**src/rtl/cond_unit_mc_if.sv**
```systemverilog
// Execute-stage condition bus: instruction fields and flags in, gated controls out.
// All signals belong to the current execute cycle; there is no valid/ready handshake.
interface cond_unit_mc_if #(
  parameter int CTX_W = 1
);
  logic             stall;
  logic [CTX_W-1:0] ctxSel;
  logic [3:0]       cond;
  logic [1:0]       flagUpdate;
  logic [3:0]       aluFlags;
  logic             PCS;
  logic             regW;
  logic             memWriteSrc;
  logic             postSelReq;

  logic             PCSrc;
  logic             RegWrite;
  logic             memWrite;
  logic             postAluMuxSel;
  logic [3:0]       flagsOut;
  logic             squash;
  // Debug view of the shadow-squash down-counter.
  logic [2:0]       squashCnt;

  modport master (
    output stall, ctxSel, cond, flagUpdate, aluFlags, PCS, regW, memWriteSrc, postSelReq,
    input  PCSrc, RegWrite, memWrite, postAluMuxSel, flagsOut, squash, squashCnt
  );

  modport slave (
    input  stall, ctxSel, cond, flagUpdate, aluFlags, PCS, regW, memWriteSrc, postSelReq,
    output PCSrc, RegWrite, memWrite, postAluMuxSel, flagsOut, squash, squashCnt
  );
endinterface

```
**src/rtl/cond_unit_mc.sv**
```systemverilog
// Multi-context condition unit: per-context NZCV banks, ARM condition evaluation,
// gated write/branch controls and a post-branch shadow-squash counter.
module cond_unit_mc #(
  parameter int NCTX        = 2,
  parameter int CTX_W       = (NCTX > 1) ? $clog2(NCTX) : 1,
  parameter int FLUSH_DEPTH = 2,
  parameter bit BYPASS      = 1'b1
) (
  input logic              clk,
  input logic              reset,
  cond_unit_mc_if.slave    bus
);

  logic [3:0]       bank_q [NCTX];
  logic [3:0]       bank_d [NCTX];
  logic [2:0]       cnt_q;
  logic [2:0]       cnt_d;
  logic [CTX_W-1:0] ctx;
  logic [3:0]       eff;
  logic             n_f, z_f, c_f, v_f;
  logic             cond_pass;
  logic             squash;
  logic             live;
  logic             pc_src;

  // Out-of-range context selects alias onto context 0.
  always_comb begin
    ctx = '0;
    if (32'(bus.ctxSel) < NCTX) ctx = bus.ctxSel;
  end

  always_comb begin
    eff = bank_q[ctx];
    if (BYPASS && bus.flagUpdate[1]) eff[3:2] = bus.aluFlags[3:2];
    if (BYPASS && bus.flagUpdate[0]) eff[1:0] = bus.aluFlags[1:0];
  end

  assign n_f = eff[3];
  assign z_f = eff[2];
  assign c_f = eff[1];
  assign v_f = eff[0];

  always_comb begin
    cond_pass = 1'b0;
    case (bus.cond)
      4'h0: cond_pass = z_f;
      4'h1: cond_pass = ~z_f;
      4'h2: cond_pass = c_f;
      4'h3: cond_pass = ~c_f;
      4'h4: cond_pass = n_f;
      4'h5: cond_pass = ~n_f;
      4'h6: cond_pass = v_f;
      4'h7: cond_pass = ~v_f;
      4'h8: cond_pass = c_f & ~z_f;
      4'h9: cond_pass = ~c_f | z_f;
      4'hA: cond_pass = (n_f == v_f);
      4'hB: cond_pass = (n_f != v_f);
      4'hC: cond_pass = ~z_f & (n_f == v_f);
      4'hD: cond_pass = z_f | (n_f != v_f);
      4'hE: cond_pass = 1'b1;
      default: cond_pass = 1'b0;
    endcase
  end

  assign squash = (cnt_q != 3'd0);
  assign live   = cond_pass & ~squash & ~bus.stall;
  assign pc_src = bus.PCS & live;

  // Outputs are forced low while reset is held, even though they are combinational.
  assign bus.PCSrc         = pc_src & reset;
  assign bus.RegWrite      = bus.regW & live & reset;
  assign bus.memWrite      = bus.memWriteSrc & live & reset;
  assign bus.postAluMuxSel = bus.postSelReq & live & reset;
  assign bus.flagsOut      = reset ? eff : 4'b0000;
  assign bus.squash        = squash;
  assign bus.squashCnt     = cnt_q;

  always_comb begin
    bank_d = bank_q;
    if (live && bus.flagUpdate[1]) bank_d[ctx][3:2] = bus.aluFlags[3:2];
    if (live && bus.flagUpdate[0]) bank_d[ctx][1:0] = bus.aluFlags[1:0];
  end

  // A taken branch cannot coincide with an active squash, so load never races decrement.
  always_comb begin
    cnt_d = cnt_q;
    if (!bus.stall) begin
      if (pc_src)             cnt_d = 3'(FLUSH_DEPTH);
      else if (cnt_q != 3'd0) cnt_d = cnt_q - 3'd1;
    end
  end

  always_ff @(posedge clk or negedge reset) begin
    if (!reset) begin
      bank_q <= '{default: 4'b0000};
      cnt_q  <= 3'd0;
    end else begin
      bank_q <= bank_d;
      cnt_q  <= cnt_d;
    end
  end

endmodule

```
**src/flat_wrapper.sv**
```systemverilog
// flat-port wrapper written by rule: the top's interface ports become plain ports
module cond_unit_mc_flat 
#(
  parameter int NCTX        = 2,
  parameter int CTX_W       = (NCTX > 1) ? $clog2(NCTX) : 1,
  parameter int FLUSH_DEPTH = 2,
  parameter bit BYPASS      = 1'b1
)
  (clk, reset, bus_stall, bus_ctxSel, bus_cond, bus_flagUpdate, bus_aluFlags, bus_PCS, bus_regW, bus_memWriteSrc, bus_postSelReq, bus_PCSrc, bus_RegWrite, bus_memWrite, bus_postAluMuxSel, bus_flagsOut, bus_squash, bus_squashCnt);
  cond_unit_mc_if #(.CTX_W(CTX_W)) bus_i ();
  input logic clk;
  input logic reset;
  input wire logic [$bits(bus_i.stall)-1:0] bus_stall;
  input wire logic [$bits(bus_i.ctxSel)-1:0] bus_ctxSel;
  input wire logic [$bits(bus_i.cond)-1:0] bus_cond;
  input wire logic [$bits(bus_i.flagUpdate)-1:0] bus_flagUpdate;
  input wire logic [$bits(bus_i.aluFlags)-1:0] bus_aluFlags;
  input wire logic [$bits(bus_i.PCS)-1:0] bus_PCS;
  input wire logic [$bits(bus_i.regW)-1:0] bus_regW;
  input wire logic [$bits(bus_i.memWriteSrc)-1:0] bus_memWriteSrc;
  input wire logic [$bits(bus_i.postSelReq)-1:0] bus_postSelReq;
  output wire logic [$bits(bus_i.PCSrc)-1:0] bus_PCSrc;
  output wire logic [$bits(bus_i.RegWrite)-1:0] bus_RegWrite;
  output wire logic [$bits(bus_i.memWrite)-1:0] bus_memWrite;
  output wire logic [$bits(bus_i.postAluMuxSel)-1:0] bus_postAluMuxSel;
  output wire logic [$bits(bus_i.flagsOut)-1:0] bus_flagsOut;
  output wire logic [$bits(bus_i.squash)-1:0] bus_squash;
  output wire logic [$bits(bus_i.squashCnt)-1:0] bus_squashCnt;
  assign bus_i.stall = bus_stall;
  assign bus_i.ctxSel = bus_ctxSel;
  assign bus_i.cond = bus_cond;
  assign bus_i.flagUpdate = bus_flagUpdate;
  assign bus_i.aluFlags = bus_aluFlags;
  assign bus_i.PCS = bus_PCS;
  assign bus_i.regW = bus_regW;
  assign bus_i.memWriteSrc = bus_memWriteSrc;
  assign bus_i.postSelReq = bus_postSelReq;
  assign bus_PCSrc = bus_i.PCSrc;
  assign bus_RegWrite = bus_i.RegWrite;
  assign bus_memWrite = bus_i.memWrite;
  assign bus_postAluMuxSel = bus_i.postAluMuxSel;
  assign bus_flagsOut = bus_i.flagsOut;
  assign bus_squash = bus_i.squash;
  assign bus_squashCnt = bus_i.squashCnt;
  cond_unit_mc #(.NCTX(NCTX), .CTX_W(CTX_W), .FLUSH_DEPTH(FLUSH_DEPTH), .BYPASS(BYPASS)) u_core (.clk(clk), .reset(reset), .bus(bus_i));
endmodule
```
**config.mk**
```make
export PLATFORM = sky130hd
export DESIGN_NAME = cond_unit_mc_flat
export DESIGN_NICKNAME = d
export VERILOG_FILES = /design/src/rtl/cond_unit_mc_if.sv /design/src/rtl/cond_unit_mc.sv /design/src/flat_wrapper.sv
export SDC_FILE = /design/constraint.sdc
export NUM_CORES = 1
export LEC_CHECK = 0
export ABC_AREA = 1
export CAP_MARGIN = 0
export CORE_ASPECT_RATIO = 1.75
export CORE_UTILIZATION = 42
export DETAILED_ROUTE_END_ITERATION = 10
export PLACE_DENSITY = 0.78
export SYNTH_ARGS = -nofsm -noshare
export SYNTH_HDL_FRONTEND = slang
export SYNTH_SLANG_ARGS = --single-unit
```
**constraint.sdc**
```tcl
create_clock -name clk -period 1.7 [get_ports clk]
set_input_delay 0.255 -clock clk [delete_from_list [all_inputs] [get_ports clk]]
set_output_delay 0.255 -clock clk [all_outputs]
set_load 0.03 [all_outputs]
```
=== Yosys cells after proc, flatten, opt, wreduce, memory -nomap -nowiden ===
Index checks and enable logic that the tools add are counted.

* Register bits after elaboration: 11
* Output and inout bits: 12

* $add $sub $neg: 1
* Mux-type cells: 17
* Magnitude comparators: 2
* Bitwise logic cells: 21
* Reduce and logical (&&, ||, !) cells: 7
* Equality and inequality tests: 16

{| class="wikitable"
|+ Operators by type and width
! cell !! number
|-
| == test 4 bit (second input constant) || 7
|-
| two-way mux 4 bit || 5
|-
| bitwise mux 8 bit || 2
|-
| == test 4 x 3 -> 1 bit (second input constant) || 4
|-
| two-way mux 8 bit || 2
|-
| one-hot mux 1 bit (15 select lines) || 1
|-
| bitwise AND 1 bit || 12
|-
| demux 4 bit (select 1 bit) || 2
|-
| == test 4 x 2 -> 1 bit (second input constant) || 2
|-
| two-way mux 2 bit || 3
|-
| two-way mux 3 bit || 2
|-
| inverter 1 bit || 6
|-
| == test 4 x 1 -> 1 bit (second input constant) || 1
|-
| zero test 4 bit || 1
|-
| logical AND 1 bit || 3
|-
| nonzero test 3 bit || 1
|-
| subtractor 3 x 1 -> 3 bit (second input constant) || 1
|-
| >= comparator 2 bit (second input constant) || 1
|-
| less-than comparator 2 x 1 -> 1 bit (second input constant) || 1
|-
| inverter 1 -> 2 bit || 1
|-
| bitwise OR 1 bit || 2
|-
| AND reduction 2 bit || 1
|-
| nonzero test 2 bit || 1
|-
| == test 1 bit || 1
|-
| inequality test 1 bit || 1
|}

=== Longest topological paths before layout ===
Gate-level depths: netlist (run 1).

* Depth after elaboration: 14
* Depth in mapped cells: 16
* Gate-level depth less buffers: 16

=== Worst setup path after synthesis (run 1) ===
OpenSTA, ideal clock, no wires.

* Path type: flip-flop to output port
* From: register u_core.cnt_q[0], in the netlist u_core.bus.squashCnt[0]
* To: output bus_RegWrite
* Data required time: 1445 ps
* Arrival time: 2103 ps
* Setup slack: -658 ps
* Cell stages (with the launch flop): 11
* Path through: dfrtp_1 inv_1 ha_1 inv_1 nor2_1 inv_1 a211oi_1 nand2_2 inv_1 nand2_1 nor2_1

* Cells in the longest elaborated chain, start to end: 6

{| class="wikitable"
|+ Ends and longest elaborated chain
! item !! RTL line !! text
|-
| start, declared || cond_unit_mc.sv:16 || <nowiki>logic [2:0] cnt_q;</nowiki>
|-
| start signal, assigned || cond_unit_mc.sv:99 || <nowiki>cnt_q <= cnt_d;</nowiki>
|-
| nonzero test 3 bit || cond_unit_mc.sv:65 || <nowiki>assign squash = (cnt_q != 3'd0);</nowiki>
|-
| via bus_squash || flat_wrapper.sv:27 || <nowiki>output wire logic [$bits(bus_i.squash)-1:0] bus_squash;</nowiki>
|-
| inverter 1 bit || cond_unit_mc.sv:66 || <nowiki>assign live = cond_pass & ~squash & ~bus.stall;</nowiki>
|-
| bitwise AND 1 bit (2 in a row) || cond_unit_mc.sv:66 ||
|-
| bitwise AND 1 bit (2 in a row) || cond_unit_mc.sv:71 || <nowiki>assign bus.RegWrite = bus.regW & live & reset;</nowiki>
|-
| end, declared || flat_wrapper.sv:23 || <nowiki>output wire logic [$bits(bus_i.RegWrite)-1:0] bus_RegWrite;</nowiki>
|}

The timed path passes the listed nets, and every way through them passes these cells.

=== Worst setup path after layout (run 1) ===
* From: register u_core.bank_q[0] (netlist name)
* To: output bus_memWrite

* Cells in the longest elaborated chain, start to end: 11

{| class="wikitable"
|+ Ends and longest elaborated chain
! item !! RTL line !! text
|-
| start, declared || cond_unit_mc.sv:14 || <nowiki>logic [3:0] bank_q [NCTX];</nowiki>
|-
| start signal, assigned || cond_unit_mc.sv:98 || <nowiki>bank_q <= bank_d;</nowiki>
|-
| two-way mux 4 bit (implied by the code) * (3 in a row) || cond_unit_mc.sv:33 || <nowiki>eff = bank_q[ctx];</nowiki>
|-
| two-way mux 2 bit * || cond_unit_mc.sv:35 || <nowiki>if (BYPASS && bus.flagUpdate[0]) eff[1:0] = bus.aluFlags[1:0];</nowiki>
|-
| inequality test 1 bit or == test 1 bit (tied branches) || n/a ||
|-
| bitwise OR 1 bit or bitwise AND 1 bit (tied branches) || cond_unit_mc.sv:59, cond_unit_mc.sv:58 ||
|-
| one-hot mux 1 bit (15 select lines) * || cond_unit_mc.sv:45 || <nowiki>case (bus.cond)</nowiki>
|-
| bitwise AND 1 bit * (2 in a row) || cond_unit_mc.sv:66 ||
|-
| bitwise AND 1 bit * (2 in a row) || cond_unit_mc.sv:72 || <nowiki>assign bus.memWrite = bus.memWriteSrc & live & reset;</nowiki>
|-
| end, declared || flat_wrapper.sv:24 || <nowiki>output wire logic [$bits(bus_i.memWrite)-1:0] bus_memWrite;</nowiki>
|}

Mark *: on every way between the ends. The rest lies on a longest branch, timed or not. The select of a mux whose other input is x is not followed.

==> flow_metrics.env, run 1 <==
export IMPL_yosys_warnings=0
export IMPL_tritoncts="yes"
export IMPL_synthFlopType="dfrtp_1"
export IMPL_rsz0062_at_grt="yes"
export IMPL_syn_to_final_growth_pct=69.4
export IMPL_die_height_um=66.0
export IMPL_crit_chain="inv_1, nand2_2, nand3_2, nand2_1, nand2_2, nand3_1, nand2_1, nand2_1, nor2_1, nand2_2, nand2_2, inv_2, nand2_4, nor2_4, buf_6"
export IMPL_maxCapViolCount=0
export IMPL_critPathMaxStageDelay_ps=400
export IMPL_cpMaxStageDelayCell="dfrtp_1"
export IMPL_crit_path_frequent_cell="nand2_2"
export IMPL_syn_area_per_cell_sq_um=6.03
export IMPL_synth_top_area_cell="dfrtp_1"
export IMPL_slew_violations=0
export IMPL_synth_edff_count=0
export IMPL_vdd_drop_max_mv=0.767
export IMPL_nNetsFinal=246
export IMPL_ys_top_cells_by_count="nand2_1 (65), nand3_1 (25), inv_1 (18), nor2_1 (14), dfrtp_1 (11)"
export IMPL_die_x_um=38.6
export IMPL_finalSetupViolCount=14
export IMPL_start_util=0.457
export IMPL_antennaDiodeCount=0
export IMPL_outcome="finished with violations"
export IMPL_clk_latency_ps=280
export IMPL_power_per_cell_area_mw_per_mm2=1070
export IMPL_path_delay_family="simple AND/OR/NAND/NOR gates"
export IMPL_yosysUniqueCellTypes=21
export IMPL_ctsLongestPathBuffers=2
export IMPL_drive_above_1_share=0.409
export IMPL_setup_ws_ps=-354
export IMPL_crit_type="flip-flop to output pin"
export IMPL_dp_cells=242
export IMPL_synth_seq_cells=11
export IMPL_async_flop_share=1.00
export IMPL_slew_headroom=0.780
export IMPL_via_per_inst=5.05
export IMPL_grt_usage=0.279
export IMPL_holdBufCountCts=0
export IMPL_port_buffers=29
export IMPL_hold_viol=0
export IMPL_skew_ps=4.82
export IMPL_fill_cells=169
export IMPL_cp_end_kind="output pin"
export IMPL_grt_max_degree=12
export IMPL_crit_arrival_ps=1800
export IMPL_cp_start_kind="flip-flop"
export IMPL_rows=22
export IMPL_post_route_min_period_ps=2050
export IMPL_dpl_hpwl_um=2450
export IMPL_synth_seq_area_share=0.280
export IMPL_clockRootBuffer="clkbuf_4"
export IMPL_synth_most_common_cell="nand2_1"
export IMPL_syn_area_sq_um=982
export IMPL_gp_congestion=0.851
export IMPL_cp_num_buf_inv=3
export IMPL_core_area_sq_mm=0.00215
export IMPL_overflow=0
export IMPL_antenna_found_initial=0
export IMPL_leakagePower_uw=0.000917
export IMPL_clkTransAtPathRegs_ps=80
export IMPL_hold_ws_ps=410
export IMPL_drt_iter0_markers=37
export IMPL_hp_class="primary input to flip-flop"
export IMPL_seq_area_sq_um=278
export IMPL_synth_cells=163
export IMPL_pin_count=30
export IMPL_postPlaceCellArea_sq_mm=0.00154
export IMPL_multiInputGateArea_sq_um=739
export IMPL_wirelength_um=3180
export IMPL_detail_route_wl_per_cell_um=12.8
export IMPL_grt_pass1_wl_um=5000
export IMPL_remaining_drc_errors=0
export IMPL_grt_pass1_vias=1273
export IMPL_synth_nets=183
export IMPL_cp_data_required_time_ps=1440
export IMPL_finalPower_uw=1780
export IMPL_worstMarginPinSlew_ps=330
export IMPL_cts_made_buffers=3
export IMPL_synth_top_cells_by_area="dfrtp_1 (28%), nand2_1 (25%), nand3_1 (13%)"
export IMPL_finalCritPeriodShare=1.21
export IMPL_design_area_sq_mm=0.00166
export IMPL_vias=1257
export IMPL_ant_nets=0
export IMPL_dr_pass1_iters=4
export IMPL_fmax_mhz=487
export IMPL_instances_no_fill=249
export IMPL_htreeDepth=1
export IMPL_die_area_sq_mm=0.00254
export IMPL_violations="setup timing"
export IMPL_cts_sinks=11
export IMPL_yosysTopAreaCellShare=0.280
export IMPL_worstPathMaxFanout=3
## layout make-up
cell class / count / area share
clock buffers: 3 / 0.0135
well taps: 24 / 0.0180
flip-flops and latches: 11 / 0.167
multi-input cells: 129 / 0.444
inverters: 21 / 0.0489
repair buffers: 60 / 0.305
clock inverters: 1 / 0.00301
## cell usage in the layout, fill, tap and decap left out, types with 8 or more instances in the layout
cell type / count
nand2_1: 55
nand3_1: 21
inv_1: 12
nor2_4: 9
dfrtp_1: 9
buf_4: 35
dlygate4sd2_1: 11
inv_2: 8
nand2_2: 16
## state kept, by name, summed over array words and instances, names as in the netlist
signal	count
u_core.bus.squashCnt	3
u_core.bank_q	8
## kinds of logic (layout without fill, tap and decap cells)
family                     after synthesis  in the layout  share of synthesized area
and+or+nand+nor                        121            121                      0.550
buffers and inverters                   23             85                     0.0994
adders and majority gates                2              2                     0.0255
xor gates and xnor gates                 1              1                    0.00892
AOI/OAI and AO/OA                        5              5                     0.0357
DFF                                     11             11                      0.280
## report_power, final
| group | switching (uW) | internal (uW) | total [uW] |
|---|---|---|---|
| combinational | 629 | 517 | 1150 |
| clock | 97.8 | 87.3 | 185 |
| sequential | 77.8 | 375 | 453 |
| total | 804 | 979 | 1780 |
## repair_timing
item	CTS	global route
endpoints found under the hold margin	0	0
gates cloned	0	0
endpoints found under the setup margin	21	20
gates resized for setup	38	8
setup buffers	3	0
pin swaps	15	3
## tightest hold or removal path, stage by stage
cell           delay, ps
dlygate4sd2_1        250
nand3_1               90
nand2_1               60
## path summary, 6_finish.rpt
kind                                  startpoint                 endpoint  slack (ps)  cells after the start
worst max-delay path            u_core.bank_q[0]             bus_memWrite        -350                     15
worst min-delay path             bus_aluFlags[1]         u_core.bank_q[1]         410                      3
worst max register to register  u_core.bank_q[0]         u_core.bank_q[4]         -70                     15
worst min register to register  u_core.bank_q[2]         u_core.bank_q[2]         490                      2
max in group asynchronous                  reset  u_core.bus.squashCnt[0]        1100                      2
min in group asynchronous                  reset         u_core.bank_q[2]         440                      2
## through the flow
| stage | setup WS, ps | util | setup TNS [ps] |
|---|---|---|---|
| after global routing | -492 | 0.775 | -4000 |
| after floorplan | -235 | - | -1240 |
| after CTS | -354 | 0.763 | -1430 |
| after detailed placement | -680 | 0.718 | -9700 |
| final | -354 | 0.775 | -1830 |
| after global placement | -621 | 0.718 | -8710 |
## per-layer routing
metal  track usage  vias to the layer above  wire length, um
met3        0.0236                       12              172
met1         0.266                      565             1120
li1              -                      634                -
met5             0                        -                0
met4         0.168                        0              113
met2         0.525                       46             1770
No activity file was read; power rests on OpenSTA's default activity.
==> run 2: changes to the inputs <==
--- a/config.mk
+++ b/config.mk
@@ -7,10 +7,9 @@
 export LEC_CHECK = 0
 export ABC_AREA = 1
 export CAP_MARGIN = 0
-export CORE_ASPECT_RATIO = 1.75
-export CORE_UTILIZATION = 42
+export CORE_UTILIZATION = 46
 export DETAILED_ROUTE_END_ITERATION = 10
-export PLACE_DENSITY = 0.78
+export PLACE_DENSITY = 0.81
 export SYNTH_ARGS = -nofsm -noshare
 export SYNTH_HDL_FRONTEND = slang
 export SYNTH_SLANG_ARGS = --single-unit
==> constraint.sdc (replaced) <==
create_clock -name clk -period 1.9 [get_ports clk]
set_input_delay 0.285 -clock clk [delete_from_list [all_inputs] [get_ports clk]]
set_output_delay 0.285 -clock clk [all_outputs]
set_load 0.03 [all_outputs]
==> flow_metrics.env, run 2 (synthesis gave the netlist of run 1 again) <==
export IMPL_crit_cells=14
export IMPL_rows=16
export IMPL_drive_above_1_share=0.371
export IMPL_cp_start_kind="flip-flop"
export IMPL_cp_data_required_time_ps=1620
export IMPL_maxCapViolCount=0
export IMPL_finalSetupViolCount=4
export IMPL_antenna_found_initial=0
export IMPL_fin_tns_setup_ps=-1040
export IMPL_dp_cells=238
export IMPL_cpMaxStageDelayCell="dfrtp_1"
export IMPL_hold_viol=0
export IMPL_antennaDiodeCount=0
export IMPL_core_area_sq_mm=0.00198
export IMPL_leakagePower_uw=0.000874
export IMPL_cts_sinks=11
export IMPL_htreeDepth=1
export IMPL_critical_path_endpoint="bus_postAluMuxSel"
export IMPL_layout_common_cells="nand2_1 (59), buf_4 (30), nand3_1 (20), inv_1 (13)"
export IMPL_gp_congestion=0.968
export IMPL_finalCritPeriodShare=1.15
export IMPL_rsz0062_at_grt="yes"
export IMPL_port_buffers=29
export IMPL_grt_pass1_wl_um=4800
export IMPL_crit_type="flip-flop to output pin"
export IMPL_nNetsFinal=242
export IMPL_detail_route_wl_per_cell_um=13.8
export IMPL_r2r_slack_ps=20
export IMPL_regMostFlops="u_core.bank_q"
export IMPL_skew_ps=15.4
export IMPL_fill_cells=136
export IMPL_cp_num_buf_inv=3
export IMPL_reg2regPathDepth=15
export IMPL_largest_register_ff_count=8
export IMPL_violations="setup timing"
export IMPL_critPathMaxStageDelay_ps=390
export IMPL_overflow=0
export IMPL_holdBufCountCts=0
export IMPL_multiInputGateArea_sq_um=732
export IMPL_slew_headroom=0.796
export IMPL_dpl_hpwl_um=2290
export IMPL_final_common_cell="nand2_1"
export IMPL_post_route_min_period_ps=2180
export IMPL_crit_arrival_ps=1890
export IMPL_slew_violations=0
export IMPL_instances_no_fill=248
export IMPL_grt_pass1_vias=1161
export IMPL_utilization=0.823
export IMPL_drt_iter0_markers=68
export IMPL_worstPathMaxFanout=3
export IMPL_vdd_drop_max_mv=0.847
export IMPL_hp_class="primary input to async pin"
export IMPL_tritoncts="yes"
export IMPL_wirelength_um=3430
export IMPL_fmax_mhz=459
export IMPL_reg2reg_to="u_core.bank_q[1]"
export IMPL_finalPower_uw=1540
export IMPL_outcome="finished with violations"
export IMPL_clkTransAtPathRegs_ps=80
export IMPL_place_ws_ps=-496
export IMPL_die_x_um=48.2
export IMPL_die_height_um=48.2
export IMPL_crit_chain="inv_1, nand2_1, nand3_2, nand2_2, nand2_2, nand3_2, nand3_1, nand2_1, nand2_2, nand2_2, inv_2, nand2_4, nor2_4, buf_6"
export IMPL_grt_max_degree=12
export IMPL_r2r_start="u_core.bank_q[4]"
export IMPL_via_per_inst=5.43
export IMPL_seq_area_sq_um=278
export IMPL_power_per_cell_area_mw_per_mm2=943
export IMPL_syn_to_final_growth_pct=66.0
export IMPL_cts_made_buffers=3
export IMPL_setup_worst_path_start="u_core.bank_q[4]"
export IMPL_dr_pass1_iters=4
export IMPL_cp_end_kind="output pin"
export IMPL_vias=1346
export IMPL_grt_usage=0.303
export IMPL_die_area_sq_mm=0.00232
export IMPL_worstMarginPinSlew_ps=305
export IMPL_ctsLongestPathBuffers=2
export IMPL_clk_latency_ps=280
export IMPL_crit_path_frequent_cell="nand2_2"
export IMPL_pin_count=30
export IMPL_start_util=0.496
export IMPL_remaining_drc_errors=0
export IMPL_setup_ws_ps=-279
export IMPL_clockRootBuffer="clkbuf_4"
export IMPL_ant_nets=0
export IMPL_path_delay_family="simple AND/OR/NAND/NOR gates"
run 2: report_power, final:
group	leakage [uW]	internal (uW)	switching [uW]
logic	0.000721	404	550
clock network	0.0000150	81.2	78.6
registers	0.000138	337	86.1
run 2: area by class of cell:
cell class	instances	area share
multi-input combinational	129	0.449
sequential	11	0.170
timing repair buffer	56	0.294
tap	27	0.0207
inverter	21	0.0499
clock buffer	4	0.0161
run 2: per-stage QoR:
stage,area [sq um],hold WS [ps]
finish,1630,468
global route,1630,481
CTS,1600,478
detailed placement,1490,460
global placement,1490,461
floorplan,1050,-10.6
run 2: timing repair:
action	in CTS	in global routing
buffers inserted	4	2
endpoints found under the setup margin	15	14
resized for setup	30	5
pin swaps	15	6
run 2: how the worst min path moves through the flow:
stage / cells after the start / endpoint
floorplan: 0 / u_core.bank_q[0]
global placement: 2 / u_core.bank_q[7]
detailed placement: 2 / u_core.bank_q[3]
CTS: 2 / u_core.bank_q[6]
global route: 2 / u_core.bank_q[7]
finish: 2 / u_core.bank_q[6]
run 2: layer usage:
layer | wire length (um) | global-route usage | up-vias | share of wire
met3 | 296 | 0.0778 | 28 | 0.086
met5 | 0 | 0 | - | 0
met2 | 1760 | 0.549 | 97 | 0.51
li1 | - | - | 626 | -
met4 | 155 | 0.122 | 0 | 0.045
met1 | 1220 | 0.332 | 595 | 0.36
